File: src/rtl/armv8_pipe_pkg.sv
// Shared pipeline definitions: hazard FSM encodings, the zero-register index and control bundle.
// No logic of its own; the only function is a pure combinational load-use compare.
// The names here are referenced by the hazard unit, its interface and any pipeline-stage models.
package armv8_pipe_pkg;

  // Hazard FSM states; encoding 3 is unused and always recovers to HZ_RUN
  typedef enum logic [1:0] {
    HZ_RUN      = 2'd0,
    HZ_STALL    = 2'd1,
    HZ_MEM_WAIT = 2'd2
  } hz_state_e;

  // X31 reads as zero, so writing it never creates a true dependency
  localparam logic [4:0] XZR_IDX = 5'd31;

  // Width of each performance counter
  localparam int unsigned HZ_PERF_W = 16;

  // Pipeline control bundle, MSB first in this field order
  typedef struct packed {
    logic pc_write;
    logic if_id_write;
    logic id_ex_bubble;
    logic if_id_flush;
    logic id_ex_flush;
    logic ex_mem_flush;
    logic pipeline_freeze;
  } hz_ctl_t;

  // Free-running pipeline
  localparam hz_ctl_t CTL_RUN    = 7'b1100000;
  // Hold PC and IF/ID, insert a bubble into ID/EX
  localparam hz_ctl_t CTL_STALL  = 7'b0010000;
  // Squash the three younger stages, let the PC take the branch target
  localparam hz_ctl_t CTL_FLUSH  = 7'b1101110;
  // Whole pipeline held while data memory is busy
  localparam hz_ctl_t CTL_FREEZE = 7'b0000001;

  // A load in EX whose destination feeds either source of the instruction in ID
  function automatic logic load_use_hit(input logic       mem_read,
                                        input logic [4:0] rd,
                                        input logic [4:0] rn,
                                        input logic [4:0] rm);
    return mem_read && (rd != XZR_IDX) && ((rd == rn) || (rd == rm));
  endfunction

endpackage

File: src/rtl/hazard_control_unit_if.sv
// Signal bundle between the pipeline datapath and the hazard control unit.
// Pure wiring, zero latency.
// No handshake: the hazard unit answers combinationally in the same cycle.
interface hazard_control_unit_if;
  import armv8_pipe_pkg::*;

  logic                 ID_EX_MemRead;
  logic [4:0]           ID_EX_RegisterRd;
  logic [4:0]           IF_ID_RegisterRn1;
  logic [4:0]           IF_ID_RegisterRm2;
  logic                 EX_MEM_BranchTaken;
  logic                 EX_MEM_MemAccess;
  logic                 dmem_ready;

  logic                 PC_Write;
  logic                 IF_ID_Write;
  logic                 ID_EX_Bubble;
  logic                 IF_ID_Flush;
  logic                 ID_EX_Flush;
  logic                 EX_MEM_Flush;
  logic                 Pipeline_Freeze;
  logic                 mem_error;
  logic [1:0]           state;
  logic [HZ_PERF_W-1:0] stall_cnt;
  logic [HZ_PERF_W-1:0] flush_cnt;
  logic [HZ_PERF_W-1:0] freeze_cnt;

  // Pipeline side: supplies hazard sources, consumes controls
  modport master (
    output ID_EX_MemRead, ID_EX_RegisterRd, IF_ID_RegisterRn1, IF_ID_RegisterRm2,
           EX_MEM_BranchTaken, EX_MEM_MemAccess, dmem_ready,
    input  PC_Write, IF_ID_Write, ID_EX_Bubble, IF_ID_Flush, ID_EX_Flush, EX_MEM_Flush,
           Pipeline_Freeze, mem_error, state, stall_cnt, flush_cnt, freeze_cnt
  );

  // Hazard unit side
  modport slave (
    input  ID_EX_MemRead, ID_EX_RegisterRd, IF_ID_RegisterRn1, IF_ID_RegisterRm2,
           EX_MEM_BranchTaken, EX_MEM_MemAccess, dmem_ready,
    output PC_Write, IF_ID_Write, ID_EX_Bubble, IF_ID_Flush, ID_EX_Flush, EX_MEM_Flush,
           Pipeline_Freeze, mem_error, state, stall_cnt, flush_cnt, freeze_cnt
  );

endinterface

File: src/rtl/hazard_perf_counter.sv
// Saturating event counter: counts cycles with inc_i high, sticks at all-ones.
// Latency: count reflects an event one clock after it occurs.
// No backpressure; the counter never wraps.
module hazard_perf_counter #(
  parameter int unsigned W = 16
) (
  input  logic         CLK,
  input  logic         RESET_n,
  input  logic         inc_i,
  output logic [W-1:0] cnt_o
);

  logic [W-1:0] cnt_q;
  logic [W-1:0] cnt_d;

  // Increment on each event unless already saturated
  always_comb begin
    cnt_d = cnt_q;
    if (inc_i && (cnt_q != {W{1'b1}})) begin
      cnt_d = cnt_q + W'(1);
    end
  end

  // Count register, cleared by reset
  always_ff @(posedge CLK or negedge RESET_n) begin
    if (!RESET_n) begin
      cnt_q <= '0;
    end else begin
      cnt_q <= cnt_d;
    end
  end

  assign cnt_o = cnt_q;

endmodule

File: src/rtl/hazard_control_unit.sv
// Pipeline hazard control: load-use stalls, taken-branch flushes, data-memory freeze with timeout.
// Latency: controls are combinational from inputs and FSM state (same cycle); state advances per clock.
// Priority freeze > branch > load-use; optional perf counters when HAZARD_PERF_CNT_EN is defined.
module hazard_control_unit
  import armv8_pipe_pkg::*;
#(
  parameter int unsigned LOAD_STALL_CYCLES = 1,
  parameter int unsigned MEM_TIMEOUT       = 15
) (
  input logic                 CLK,
  input logic                 RESET_n,
  hazard_control_unit_if.slave hz
);

  localparam logic [2:0] STALL_RELOAD = 3'(LOAD_STALL_CYCLES - 1);
  localparam logic [8:0] TIMEOUT_LIM  = {1'b0, 8'(MEM_TIMEOUT)};

  hz_state_e  state_q, state_d;
  logic [2:0] stall_cnt_q, stall_cnt_d;
  logic [7:0] wait_cnt_q, wait_cnt_d;
  logic       flush_pending_q, flush_pending_d;
  logic       mem_error_q, mem_error_d;

  hz_ctl_t    ctl;
  hz_ctl_t    ctl_out;
  logic       freeze_hit;
  logic       branch_hit;
  logic       load_use;
  logic       wait_inc;

  assign freeze_hit = hz.EX_MEM_MemAccess && !hz.dmem_ready;
  assign branch_hit = hz.EX_MEM_BranchTaken;
  assign load_use   = load_use_hit(hz.ID_EX_MemRead, hz.ID_EX_RegisterRd,
                                   hz.IF_ID_RegisterRn1, hz.IF_ID_RegisterRm2);

  // Control decode and next-state selection for each FSM state
  always_comb begin
    ctl             = CTL_RUN;
    state_d         = state_q;
    stall_cnt_d     = stall_cnt_q;
    wait_cnt_d      = wait_cnt_q;
    flush_pending_d = flush_pending_q;
    mem_error_d     = mem_error_q;
    wait_inc        = 1'b0;

    case (state_q)
      HZ_RUN: begin
        if (freeze_hit) begin
          // A branch seen together with the freeze is deferred, not lost:
          // the frozen MEM stage still holds it, so it is flushed on release.
          ctl             = CTL_FREEZE;
          state_d         = HZ_MEM_WAIT;
          flush_pending_d = branch_hit;
          wait_inc        = 1'b1;
        end else if (branch_hit) begin
          ctl = CTL_FLUSH;
        end else if (load_use) begin
          ctl = CTL_STALL;
          if (LOAD_STALL_CYCLES > 1) begin
            stall_cnt_d = STALL_RELOAD;
            state_d     = HZ_STALL;
          end
        end
      end

      HZ_STALL: begin
        if (freeze_hit) begin
          // The stall is dropped; once memory completes, RUN re-detects the
          // load-use pair if it is still sitting in ID/EX.
          ctl             = CTL_FREEZE;
          state_d         = HZ_MEM_WAIT;
          stall_cnt_d     = '0;
          flush_pending_d = branch_hit;
          wait_inc        = 1'b1;
        end else if (branch_hit) begin
          ctl         = CTL_FLUSH;
          state_d     = HZ_RUN;
          stall_cnt_d = '0;
        end else begin
          ctl         = CTL_STALL;
          stall_cnt_d = stall_cnt_q - 3'd1;
          if (stall_cnt_q <= 3'd1) begin
            state_d = HZ_RUN;
          end
        end
      end

      HZ_MEM_WAIT: begin
        // Load-use detection is deliberately ignored while memory is busy
        if (hz.dmem_ready) begin
          ctl             = (flush_pending_q || branch_hit) ? CTL_FLUSH : CTL_RUN;
          state_d         = HZ_RUN;
          flush_pending_d = 1'b0;
          wait_cnt_d      = '0;
        end else begin
          ctl             = CTL_FREEZE;
          flush_pending_d = flush_pending_q || branch_hit;
          wait_inc        = 1'b1;
        end
      end

      default: begin
        state_d         = HZ_RUN;
        stall_cnt_d     = '0;
        wait_cnt_d      = '0;
        flush_pending_d = 1'b0;
      end
    endcase

    // mem_error rises at the edge that ends the MEM_TIMEOUT-th frozen cycle
    if (wait_inc) begin
      if (wait_cnt_q != 8'hFF) begin
        wait_cnt_d = wait_cnt_q + 8'd1;
      end
      if (({1'b0, wait_cnt_q} + 9'd1) >= TIMEOUT_LIM) begin
        mem_error_d = 1'b1;
      end
    end
  end

  // FSM and bookkeeping registers; reset drops any pending flush and the error flag
  always_ff @(posedge CLK or negedge RESET_n) begin
    if (!RESET_n) begin
      state_q         <= HZ_RUN;
      stall_cnt_q     <= '0;
      wait_cnt_q      <= '0;
      flush_pending_q <= 1'b0;
      mem_error_q     <= 1'b0;
    end else begin
      state_q         <= state_d;
      stall_cnt_q     <= stall_cnt_d;
      wait_cnt_q      <= wait_cnt_d;
      flush_pending_q <= flush_pending_d;
      mem_error_q     <= mem_error_d;
    end
  end

  // While reset is held the pipeline sees free-running controls regardless of inputs
  assign ctl_out = RESET_n ? ctl : CTL_RUN;

  assign hz.PC_Write        = ctl_out.pc_write;
  assign hz.IF_ID_Write     = ctl_out.if_id_write;
  assign hz.ID_EX_Bubble    = ctl_out.id_ex_bubble;
  assign hz.IF_ID_Flush     = ctl_out.if_id_flush;
  assign hz.ID_EX_Flush     = ctl_out.id_ex_flush;
  assign hz.EX_MEM_Flush    = ctl_out.ex_mem_flush;
  assign hz.Pipeline_Freeze = ctl_out.pipeline_freeze;
  assign hz.mem_error       = mem_error_q;
  assign hz.state           = state_q;

`ifdef HAZARD_PERF_CNT_EN
  hazard_perf_counter #(.W(HZ_PERF_W)) u_stall_cnt (
    .CLK     (CLK),
    .RESET_n (RESET_n),
    .inc_i   (ctl_out.id_ex_bubble),
    .cnt_o   (hz.stall_cnt)
  );

  hazard_perf_counter #(.W(HZ_PERF_W)) u_flush_cnt (
    .CLK     (CLK),
    .RESET_n (RESET_n),
    .inc_i   (ctl_out.if_id_flush),
    .cnt_o   (hz.flush_cnt)
  );

  hazard_perf_counter #(.W(HZ_PERF_W)) u_freeze_cnt (
    .CLK     (CLK),
    .RESET_n (RESET_n),
    .inc_i   (ctl_out.pipeline_freeze),
    .cnt_o   (hz.freeze_cnt)
  );
`else
  assign hz.stall_cnt  = '0;
  assign hz.flush_cnt  = '0;
  assign hz.freeze_cnt = '0;
`endif

endmodule

File: src/flat_wrapper.sv
// flat-port wrapper written by rule: the top's interface ports become plain ports
module hazard_control_unit_flat import armv8_pipe_pkg::*;
#(
  parameter int unsigned LOAD_STALL_CYCLES = 1,
  parameter int unsigned MEM_TIMEOUT       = 15
)
  (CLK, RESET_n, hz_ID_EX_MemRead, hz_ID_EX_RegisterRd, hz_IF_ID_RegisterRn1, hz_IF_ID_RegisterRm2, hz_EX_MEM_BranchTaken, hz_EX_MEM_MemAccess, hz_dmem_ready, hz_PC_Write, hz_IF_ID_Write, hz_ID_EX_Bubble, hz_IF_ID_Flush, hz_ID_EX_Flush, hz_EX_MEM_Flush, hz_Pipeline_Freeze, hz_mem_error, hz_state, hz_stall_cnt, hz_flush_cnt, hz_freeze_cnt);
  hazard_control_unit_if hz_i ();
  input logic CLK;
  input logic RESET_n;
  input wire logic [$bits(hz_i.ID_EX_MemRead)-1:0] hz_ID_EX_MemRead;
  input wire logic [$bits(hz_i.ID_EX_RegisterRd)-1:0] hz_ID_EX_RegisterRd;
  input wire logic [$bits(hz_i.IF_ID_RegisterRn1)-1:0] hz_IF_ID_RegisterRn1;
  input wire logic [$bits(hz_i.IF_ID_RegisterRm2)-1:0] hz_IF_ID_RegisterRm2;
  input wire logic [$bits(hz_i.EX_MEM_BranchTaken)-1:0] hz_EX_MEM_BranchTaken;
  input wire logic [$bits(hz_i.EX_MEM_MemAccess)-1:0] hz_EX_MEM_MemAccess;
  input wire logic [$bits(hz_i.dmem_ready)-1:0] hz_dmem_ready;
  output wire logic [$bits(hz_i.PC_Write)-1:0] hz_PC_Write;
  output wire logic [$bits(hz_i.IF_ID_Write)-1:0] hz_IF_ID_Write;
  output wire logic [$bits(hz_i.ID_EX_Bubble)-1:0] hz_ID_EX_Bubble;
  output wire logic [$bits(hz_i.IF_ID_Flush)-1:0] hz_IF_ID_Flush;
  output wire logic [$bits(hz_i.ID_EX_Flush)-1:0] hz_ID_EX_Flush;
  output wire logic [$bits(hz_i.EX_MEM_Flush)-1:0] hz_EX_MEM_Flush;
  output wire logic [$bits(hz_i.Pipeline_Freeze)-1:0] hz_Pipeline_Freeze;
  output wire logic [$bits(hz_i.mem_error)-1:0] hz_mem_error;
  output wire logic [$bits(hz_i.state)-1:0] hz_state;
  output wire logic [$bits(hz_i.stall_cnt)-1:0] hz_stall_cnt;
  output wire logic [$bits(hz_i.flush_cnt)-1:0] hz_flush_cnt;
  output wire logic [$bits(hz_i.freeze_cnt)-1:0] hz_freeze_cnt;
  assign hz_i.ID_EX_MemRead = hz_ID_EX_MemRead;
  assign hz_i.ID_EX_RegisterRd = hz_ID_EX_RegisterRd;
  assign hz_i.IF_ID_RegisterRn1 = hz_IF_ID_RegisterRn1;
  assign hz_i.IF_ID_RegisterRm2 = hz_IF_ID_RegisterRm2;
  assign hz_i.EX_MEM_BranchTaken = hz_EX_MEM_BranchTaken;
  assign hz_i.EX_MEM_MemAccess = hz_EX_MEM_MemAccess;
  assign hz_i.dmem_ready = hz_dmem_ready;
  assign hz_PC_Write = hz_i.PC_Write;
  assign hz_IF_ID_Write = hz_i.IF_ID_Write;
  assign hz_ID_EX_Bubble = hz_i.ID_EX_Bubble;
  assign hz_IF_ID_Flush = hz_i.IF_ID_Flush;
  assign hz_ID_EX_Flush = hz_i.ID_EX_Flush;
  assign hz_EX_MEM_Flush = hz_i.EX_MEM_Flush;
  assign hz_Pipeline_Freeze = hz_i.Pipeline_Freeze;
  assign hz_mem_error = hz_i.mem_error;
  assign hz_state = hz_i.state;
  assign hz_stall_cnt = hz_i.stall_cnt;
  assign hz_flush_cnt = hz_i.flush_cnt;
  assign hz_freeze_cnt = hz_i.freeze_cnt;
  hazard_control_unit #(.LOAD_STALL_CYCLES(LOAD_STALL_CYCLES), .MEM_TIMEOUT(MEM_TIMEOUT)) u_core (.CLK(CLK), .RESET_n(RESET_n), .hz(hz_i));
endmodule
File: config.mk
export PLATFORM = sky130hd
export DESIGN_NAME = hazard_control_unit_flat
export DESIGN_NICKNAME = d
export VERILOG_FILES = /design/src/rtl/armv8_pipe_pkg.sv /design/src/rtl/hazard_control_unit_if.sv /design/src/rtl/hazard_perf_counter.sv /design/src/rtl/hazard_control_unit.sv /design/src/flat_wrapper.sv
export SDC_FILE = /design/constraint.sdc
export NUM_CORES = 1
export LEC_CHECK = 0
export ABC_AREA = 1
export BUFFER_PORTS_ARGS = -buffer_cell sky130_fd_sc_hd__buf_4
export CAP_MARGIN = 5
export CORE_MARGIN = 5
export CORE_UTILIZATION = 30
export DETAILED_ROUTE_END_ITERATION = 16
export SYNTH_ARGS = -nofsm -noshare
export SYNTH_HDL_FRONTEND = slang
export SYNTH_SLANG_ARGS = --single-unit
File: constraint.sdc
create_clock -name CLK -period 1.7 [get_ports CLK]
set_input_delay 0.17 -clock CLK [delete_from_list [all_inputs] [get_ports CLK]]
set_output_delay 0.17 -clock CLK [all_outputs]
set_load 0.1 [all_outputs]
==> metrics.txt, run 1 <==
Nets 257; Top delay family on crit path flip-flops; Synth Flop Type dfrtp_1; CP Data Required Time 1.53 ns; first-pass GRT wire length 4.38 mm; asr flop ratio synth 1.00; slowest stage cell, crit path dfrtp_4; Tmin final 1.63 ns; P&R area growth vs syn 14.2%; Synth top area share 0.290; Sw Pwr 0.869 mW; status complete, no violations; fin area 1540 um2; post-route ant nets 0; Seq cells post-synth 11; Fin. Hold Viols 0; Max FO, Critical Path 6; fmax 612 MHz; Sw Share 0.591; CP peak stage delay 0.45 ns; most frequent CP cell nor2_4; CTS Buf Count 3; DRT Pass-1 Iters 4; die height 77.0 um; First DRT Iteration DRCs 38; via/cell ratio 3.85; post-synthesis xor/xnor area fraction 0.0130; Cells after Synth 201; DP Area 1470 um2; Power Density 954 nW/um2; Worst Path Buf+Inv 4; hold_ws 0.138 ns; crit path launch type flip-flop; Row Count 24; Combinational Power Share 0.576; leakage 0.874 nW; Clk pin slew, worst setup/hold paths 0.05 ns; H-tree depth 1; Layout Utilization 0.353; compound-cell area share of the yosys netlist 0.0854; Post-synth top cells buf_4 (52), nand2_1 (48), inv_1 (26); ant diodes 0; Synth Area in Adders 0.0186; layout cells sized above 1 0.266; Die Area 5930 um2; initial cell density of the core 0.309; clock buffer depth 2; synth top area cells buf_4 (29%), dfrtp_1 (20%), nand2_1 (13%), inv_1 (7.2%), nor2_1 (5.3%); synth warn 0; worst min path class primary input to flip-flop; Vias 1098; vias in the first global route 976; MaxCap Viol Count 0; Core Area 4350 um2; Port Buffer Count 29; Setup Skew 0.000875 ns; Post-synth EDFFs 0; GR Overflow Total 0; Clock Power Share 0.187; Int Power 0.600 mW; final setup violation count 0; post-synthesis cell area 1350 um2; syn avg cell area 6.70 um2; maximum VDD drop 310 uV; count leader, synth buf_4; CTS sink cnt 11; RSZ-0062 raised after global routing true; WL/cell 9.63 um; Residual DRC 0; die width 77.0 um; total track usage 0.0889; io pins 79; total power 1.47 mW; Reg power frac 0.236; clk_lat worst skew 0.24 ns; filler cell count in the final layout 494; CP endpoint kind output port; Synth Area in Simple Gates 0.305; main combinational cell family by area after synthesis buffers and inverters; fin crit share 0.962; initial antenna violation count 0; CTS tree yes; Max Slew Vio Count 0; Root Buffer Master clkbuf_8; final wirelength 2.75 mm; Synth area leader buf_4; mux contribution to synthesized area 0; crit path kind flip-flop to output port; synth unique cells 23; Worst Path Arrival 1.46 ns; largest net degree at the start of global routing 8; GP Congestion 0.786; CP cell instances nor2_4 > nor2_4 > inv_2 > nor2_4 > inv_2 > nand2_2 > clkinvlp_4 > buf_6; dpl hpwl 2.34 mm; sequential element share of the synthesized area 0.204
==> placed cells by master, fill, tap and decap left out, types with 2 or more instances in the layout <==
cell type  Yosys  routed
conb_1         1      49
nand2_1       48      47
buf_4         52      29
inv_1         26      23
nor2_1        19      17
dfrtp_1       11      10
nand3_1        9       9
nor2_4         2       5
inv_2          3       5
o21ai_0        4       4
o21ai_2        4       4
nand2_2        2       3
o22ai_2        3       3
clkbuf_8       0       3
a21oi_1        2       2
xnor2_1        2       2
nand4_1        2       2
nand2_4        2       2
nor2_2         3       2
ha_1           2       2
buf_6          0       2
==> power groups by stage <==
stage,clock network (mW),logic [mW],registers (mW)
2_1_floorplan,0,0.826,0.352
3_3_place_gp,0,0.832,0.350
3_5_place_dp,0,0.837,0.351
4_1_cts,0.281,0.844,0.346
5_1_grt,0.295,0.890,0.356
6_report,0.275,0.847,0.347
==> layout make-up <==
cell class | instances | area [um2] | area share
tap | 52 | 65.1 | 0.0423
timing repair buffer | 32 | 250 | 0.163
sequential | 11 | 279 | 0.181
inverter | 29 | 113 | 0.0732
multi-input combinational | 157 | 787 | 0.511
clock buffer | 4 | 45.0 | 0.0293
==> metal layers <==
metal	share of wire	wire, um	track usage	vias to the layer above
met4	0.0084	23	0.0206	0
met2	0.47	1290	0.145	39
li1	-	-	-	575
met5	0	0	0	-
met3	0.11	298	0.0363	4
met1	0.41	1130	0.109	480
==> kinds of logic (layout without fill, tap and decap cells) <==
| group | after synthesis | after routing |
|---|---|---|
| buffers and inverters | 81 | 65 |
| DFF | 11 | 11 |
| other | 1 | 49 |
| xor gates and xnor gates | 2 | 2 |
| adders and majority gates | 2 | 2 |
| AOI/OAI and AO/OA | 15 | 15 |
| and+or+nand+nor | 89 | 89 |
==> worst register-to-register path, stage by stage, from the launching register on <==
cell,delay [ns]
dfrtp_1,0.43
ha_1,0.23
nand2_1,0.13
inv_2,0.08
nand3_1,0.07
nand2_1,0.06
inv_2,0.06
nand2_1,0.05
nor2_1,0.08
nand2_1,0.06
nand2_1,0.05
nand2_1,0.04
==> worst paths after layout <==
path / startpoint / end / slack, ns / cells after the start
setup / recovery: u_core.hz.state[1] / hz_PC_Write / 0.07 / 8
hold / removal: hz_dmem_ready / u_core.hz.state[1] / 0.14 / 2
setup reg to reg: u_core.wait_cnt_q[0] / u_core.hz.mem_error / 0.24 / 11
hold reg to reg: u_core.hz.mem_error / u_core.hz.mem_error / 0.46 / 2
max in group asynchronous: RESET_n / u_core.wait_cnt_q[6] / 0.94 / 3
min in group asynchronous: RESET_n / u_core.wait_cnt_q[2] / 0.37 / 2
==> registers in the layout (all words and copies together) (netlist names) <==
name,cells
u_core.hz.mem_error,1
u_core.flush_pending_q,1
u_core.hz.state,1
u_core.wait_cnt_q,8
==> repair_timing <==
action                     in CTS  in global routing
hold endpoints to repair       11                  0
cloned                          0                  0
buffers inserted                1                  0
setup endpoints to repair       2                  2
pin swaps                       1                  0
hold buffers                    1                  0
resized for setup               0                  2
==> metrics by stage <==
step	setup TNS, ns	instances	worst slack [ns]
5_1_grt	-0.0398	285	-0.0206
4_1_cts	0	285	0.0300
3_3_place_gp	0	279	0.225
6_report	0	285	0.0654
2_1_floorplan	-2.77	249	-0.907
3_5_place_dp	0	279	0.201
Note: power is estimated with default switching activity, not from simulation.
==> inputs of run 2 (changes only) <==
Settings changed: ABC_AREA 1 to not set.
==> metrics.txt, run 2 <==
final setup violation count 0; first-pass GRT wire length 4.30 mm; ant diodes 0; maximum VDD drop 260 uV; Nets 217; Fin. Hold Viols 0; CP endpoint kind output port; total power 1.66 mW; dpl cells 233; crit path launch type flip-flop; layout cells sized above 1 0.378; Worst Hold Endpoint u_core.flush_pending_q; P&R area growth vs syn 31.1%; asr flop ratio synth 1.00; synth warn 0; Synth Flop Type dfrtp_1; Cells after Synth 151; Post-synth EDFFs 0; worst setup margin 0.00715 ns; Synth area leader buf_4; clock buffer depth 2; First DRT Iteration DRCs 45; number of flip-flops in the largest register 8; Vias 1060; vias in the first global route 942; RSZ-0062 raised after global routing true; synth unique cells 45; synth top area cells buf_4 (31%), dfrtp_1 (22%), xor2_1 (7.6%), nor3_1 (2.8%), nand3_1 (2.4%); GP Congestion 0.881; clk_lat worst skew 0.24 ns; CTS sink cnt 11; final wirelength 2.93 mm; MaxCap Viol Count 0; Slew headroom 0.647; post-place setup slack 0.0226 ns; worst min path class primary input to flip-flop; HP Start hz_dmem_ready; Worst Path Arrival 1.52 ns; Tmin final 1.69 ns; Die Area 5630 um2; Worst Max-Slew Pin Slew 0.528 ns; die width 75 um; H-tree depth 1; reg-to-reg critical path startpoint u_core.wait_cnt_q[0]; CTS tree yes; total track usage 0.0983; Most flops, register u_core.wait_cnt_q; Register-to-Register Path Depth 5; Setup Skew 0.00267 ns; slowest stage cell, crit path dfrtp_4; Core Area 4060 um2; DRT Pass-1 Iters 4; initial antenna violation count 0; CP peak stage delay 0.51 ns; hold_ws 0.159 ns; most common cell after layout, fill and taps aside conb_1; CP Data Required Time 1.53 ns; CP cell instances nor4bb_4 > o21ai_2 > nor3_4 > buf_12; count leader, synth buf_4; io pins 79; Power Density 1000 nW/um2; GR Overflow Total 0; Row Count 23; Synth top area share 0.308; Root Buffer Master clkbuf_8; post-synthesis cell area 1270 um2; via/cell ratio 4.36; initial cell density of the core 0.312; WL/cell 12.0 um; filler cell count in the final layout 414; Post-synth top cells buf_4 (52), dfrtp_1 (11), xor2_1 (11); dpl hpwl 2.21 mm; fin crit share 0.996; Residual DRC 0; sequential element share of the synthesized area 0.217; Seq cells post-synth 11; Layout Utilization 0.409; most frequent cells in the layout conb_1 (49), buf_4 (40), xor2_1 (11); Finished Layout Cells 243; hold depth 2; Clk pin slew, worst setup/hold paths 0.05 ns; Max Slew Vio Count 0; status complete, no violations; die height 75 um; syn avg cell area 8.39 um2; Max FO, Critical Path 4; Port Buffer Count 29; fmax 591 MHz; CTS Buf Count 3; post-route ant nets 0; R2R Setup Slk 0.03 ns; leakage 0.786 nW; largest net degree at the start of global routing 12; crit path kind flip-flop to output port; reg2reg end u_core.hz.mem_error
==> run 2: what timing repair did <==
action / in CTS / in global routing
hold buffers: 1 / 0
buffers inserted: 3 / 2
gates resized for setup: 13 / 15
setup endpoints to repair: 4 / 16
pin swaps: 2 / 5
hold endpoints to repair: 11 / 0
==> run 2: how the worst max path moves through the flow <==
| stage | depth (start not counted) | slack, ns | end | start |
|---|---|---|---|---|
| 6_report | 4 | 0.007 | hz_ID_EX_Bubble | u_core.hz.state[1] |
| 5_1_grt | 4 | -0.09 | hz_ID_EX_Bubble | u_core.hz.state[1] |
| 4_1_cts | 4 | 0.0007 | hz_ID_EX_Bubble | u_core.hz.state[1] |
| 3_5_place_dp | 5 | 0.02 | u_core.hz.mem_error | u_core.wait_cnt_q[1] |
| 3_3_place_gp | 5 | 0.03 | u_core.hz.mem_error | u_core.wait_cnt_q[1] |
| 2_1_floorplan | 5 | -0.39 | hz_PC_Write | u_core.hz.state[1] |
==> run 2: cells by family (layout without fill, tap and decap cells) <==
family / Yosys count / after routing / synth area share
AOI/OAI and AO/OA: 26 / 26 / 0.160
xor gates and xnor gates: 11 / 11 / 0.0760
adders and majority gates: 2 / 2 / 0.0197
buffers and inverters: 60 / 54 / 0.335
DFF: 11 / 11 / 0.217
muxes: 2 / 2 / 0.0158
other: 1 / 49 / 0.00296
and+or+nand+nor: 38 / 38 / 0.174
==> run 2: layer usage <==
metal / share of wire / track usage / vias up
met4: 0.014 / 0.0474 / 0
met2: 0.48 / 0.146 / 53
met5: 0 / 0 / -
met3: 0.10 / 0.0160 / 6
li1: - / - / 511
met1: 0.40 / 0.138 / 490
==> run 2: stage by stage <==
stage | cell area (um2) | setup TNS (ns)
after floorplan | 1530 | -1.52
after global placement | 1440 | 0
after detailed placement | 1440 | 0
after CTS | 1580 | 0
after global routing | 1660 | -0.310
final | 1660 | 0
==> run 2: worst max-delay path, delay by kind of cell (launching register included) <==
kind            cells  cell delay (ns)
simple gates        2             0.44
compound gates      1             0.14
buf+inv             1             0.20
flops               1             0.51
==> run 2: area by class of cell <==
type,instances,area (um2),share of cell area
multi-input combinational,128,868,0.523
timing repair buffer,45,385,0.232
sequential,11,282,0.169
tap,50,62.6,0.0377
clock buffer,4,45.0,0.0271
inverter,5,18.8,0.0113
==> run 2: power by group <==
| part | internal [mW] | total, mW | switching, mW |
|---|---|---|---|
| clock network | 0.165 | 0.269 | 0.103 |
| logic | 0.242 | 1.01 | 0.772 |
| registers | 0.309 | 0.378 | 0.0688 |
==> inputs of run 3 (changes only) <==
Settings changed: CORE_UTILIZATION 30 to 43, PLACE_DENSITY set to 0.8.
==> metrics.txt, run 3 (synthesis gave the netlist of run 2 again) <==
Worst Path Arrival 1.59 ns; Tmin final 1.76 ns; Most flops, register u_core.wait_cnt_q; Root Buffer Master clkbuf_4; Residual DRC 0; Power Density 969 nW/um2; Combinational Power Share 0.627; total track usage 0.122; Vias 1011; clock buffer depth 2; status finished with violations; crit path kind flip-flop to output port; first-pass GRT wire length 4.11 mm; filler cell count in the final layout 259; post-place setup slack -0.0209 ns; fin crit share 1.04; number of flip-flops in the largest register 8; worst setup margin -0.0600 ns; initial antenna violation count 0; CTS Buf Count 3; CP Data Required Time 1.53 ns; Max Slew Vio Count 0; Layout Utilization 0.556; Sw Share 0.606; P&R area growth vs syn 21.9%; ant diodes 0; RSZ-0062 raised after global routing true; initial cell density of the core 0.456; clk_lat worst skew 0.28 ns; Core Area 2780 um2; leakage 0.750 nW; Row Count 19; Port Buffer Count 29; final setup violation count 7; die width 64.3 um; crit path launch type flip-flop; H-tree depth 1; final wirelength 2.77 mm; CP endpoint kind output port; io pins 79; Reg power frac 0.247; most common cell after layout, fill and taps aside conb_1; Die Area 4130 um2; WL/cell 12.8 um; Max FO, Critical Path 5; largest net degree at the start of global routing 15; GR Overflow Total 0; die height 64.3 um; dpl hpwl 2.07 mm; Fin. Hold Viols 0; DRT Pass-1 Iters 4; GP Congestion 0.844; Clock Power Share 0.126; most frequent cells in the layout conb_1 (49), buf_4 (28), xor2_1 (11); post-route ant nets 0; Clk pin slew, worst setup/hold paths 0.08 ns; maximum VDD drop 655 uV; Int Power 0.590 mW; worst min path class primary input to flip-flop; layout cells sized above 1 0.303; CTS sink cnt 11; Setup Skew 0.00224 ns; failing checks setup timing; First DRT Iteration DRCs 47; fmax 568 MHz; Sw Pwr 0.907 mW; CTS tree yes; Nets 209; MaxCap Viol Count 0; via/cell ratio 4.68; vias in the first global route 896
## run 3: changes by cell type in the layout (fill, tap and decap cells not counted), moves of 3 or more
cell      change
buf_12        +3
buf_4        -12
clkbuf_8      -3
clkbuf_4      +3
## run 3: worst max-delay path, stage by stage, from the launching register on
cell	delay [ns]
dfrtp_4	0.52
nor4bb_4	0.27
o21ai_2	0.14
nor3_4	0.17
buf_12	0.20
## run 3: power groups by stage
stage | logic, mW | registers (mW) | clock network, mW
2_1_floorplan | 0.818 | 0.413 | 0
3_3_place_gp | 0.867 | 0.371 | 0
3_5_place_dp | 0.871 | 0.374 | 0
4_1_cts | 0.899 | 0.368 | 0.197
5_1_grt | 0.979 | 0.379 | 0.210
6_report | 0.939 | 0.369 | 0.188
## run 3: path summary, 6_finish.rpt
kind,slack [ns],start,endpoint,cells after the start
min reg2reg,0.48,u_core.hz.mem_error,u_core.hz.mem_error,1
max,-0.06,u_core.hz.state[1],hz_ID_EX_Bubble,4
min,0.11,hz_dmem_ready,u_core.flush_pending_q,2
max in group asynchronous,1.17,RESET_n,u_core.hz.state[1],3
max reg2reg,-0.05,u_core.wait_cnt_q[1],u_core.hz.mem_error,5
min in group asynchronous,0.36,RESET_n,u_core.flush_pending_q,3
## run 3: layer usage
layer  track usage  wire length (um)
met1         0.154              1030
met2         0.193              1440
met3        0.0473               272
met4        0.0382                34
met5             0                 0
## run 3: what timing repair did
item / CTS / global route
resized for setup: 16 / 10
hold buffers: 1 / 0
endpoints found under the hold margin: 11 / 0
pin swaps: 0 / 1
cloned: 0 / 0
setup buffers: 2 / 2
endpoints found under the setup margin: 8 / 13
## run 3: cell type report
type                    instances  area [um2]  share of cell area
well taps                      31        38.8              0.0251
repair buffers                 37         363               0.235
multi-input cells             128         816               0.528
inverters                       5        21.3              0.0138
flip-flops and latches         11         279               0.181
clock inverters                 1        5.00             0.00324
clock buffers                   3        22.5              0.0146
## run 3: through the flow
| step | TNS (ns) | power (mW) | cell area [um2] | hold WS, ns | instances |
|---|---|---|---|---|---|
| 2_1_floorplan | -1.52 | 1.23 | 1530 | -0.126 | 199 |
| 3_3_place_gp | 0 | 1.24 | 1360 | 0.127 | 207 |
| 3_5_place_dp | -0.0209 | 1.24 | 1360 | 0.126 | 207 |
| 4_1_cts | -0.212 | 1.46 | 1480 | 0.101 | 214 |
| 5_1_grt | -0.696 | 1.57 | 1550 | 0.124 | 216 |
| 6_report | -0.290 | 1.50 | 1550 | 0.112 | 216 |
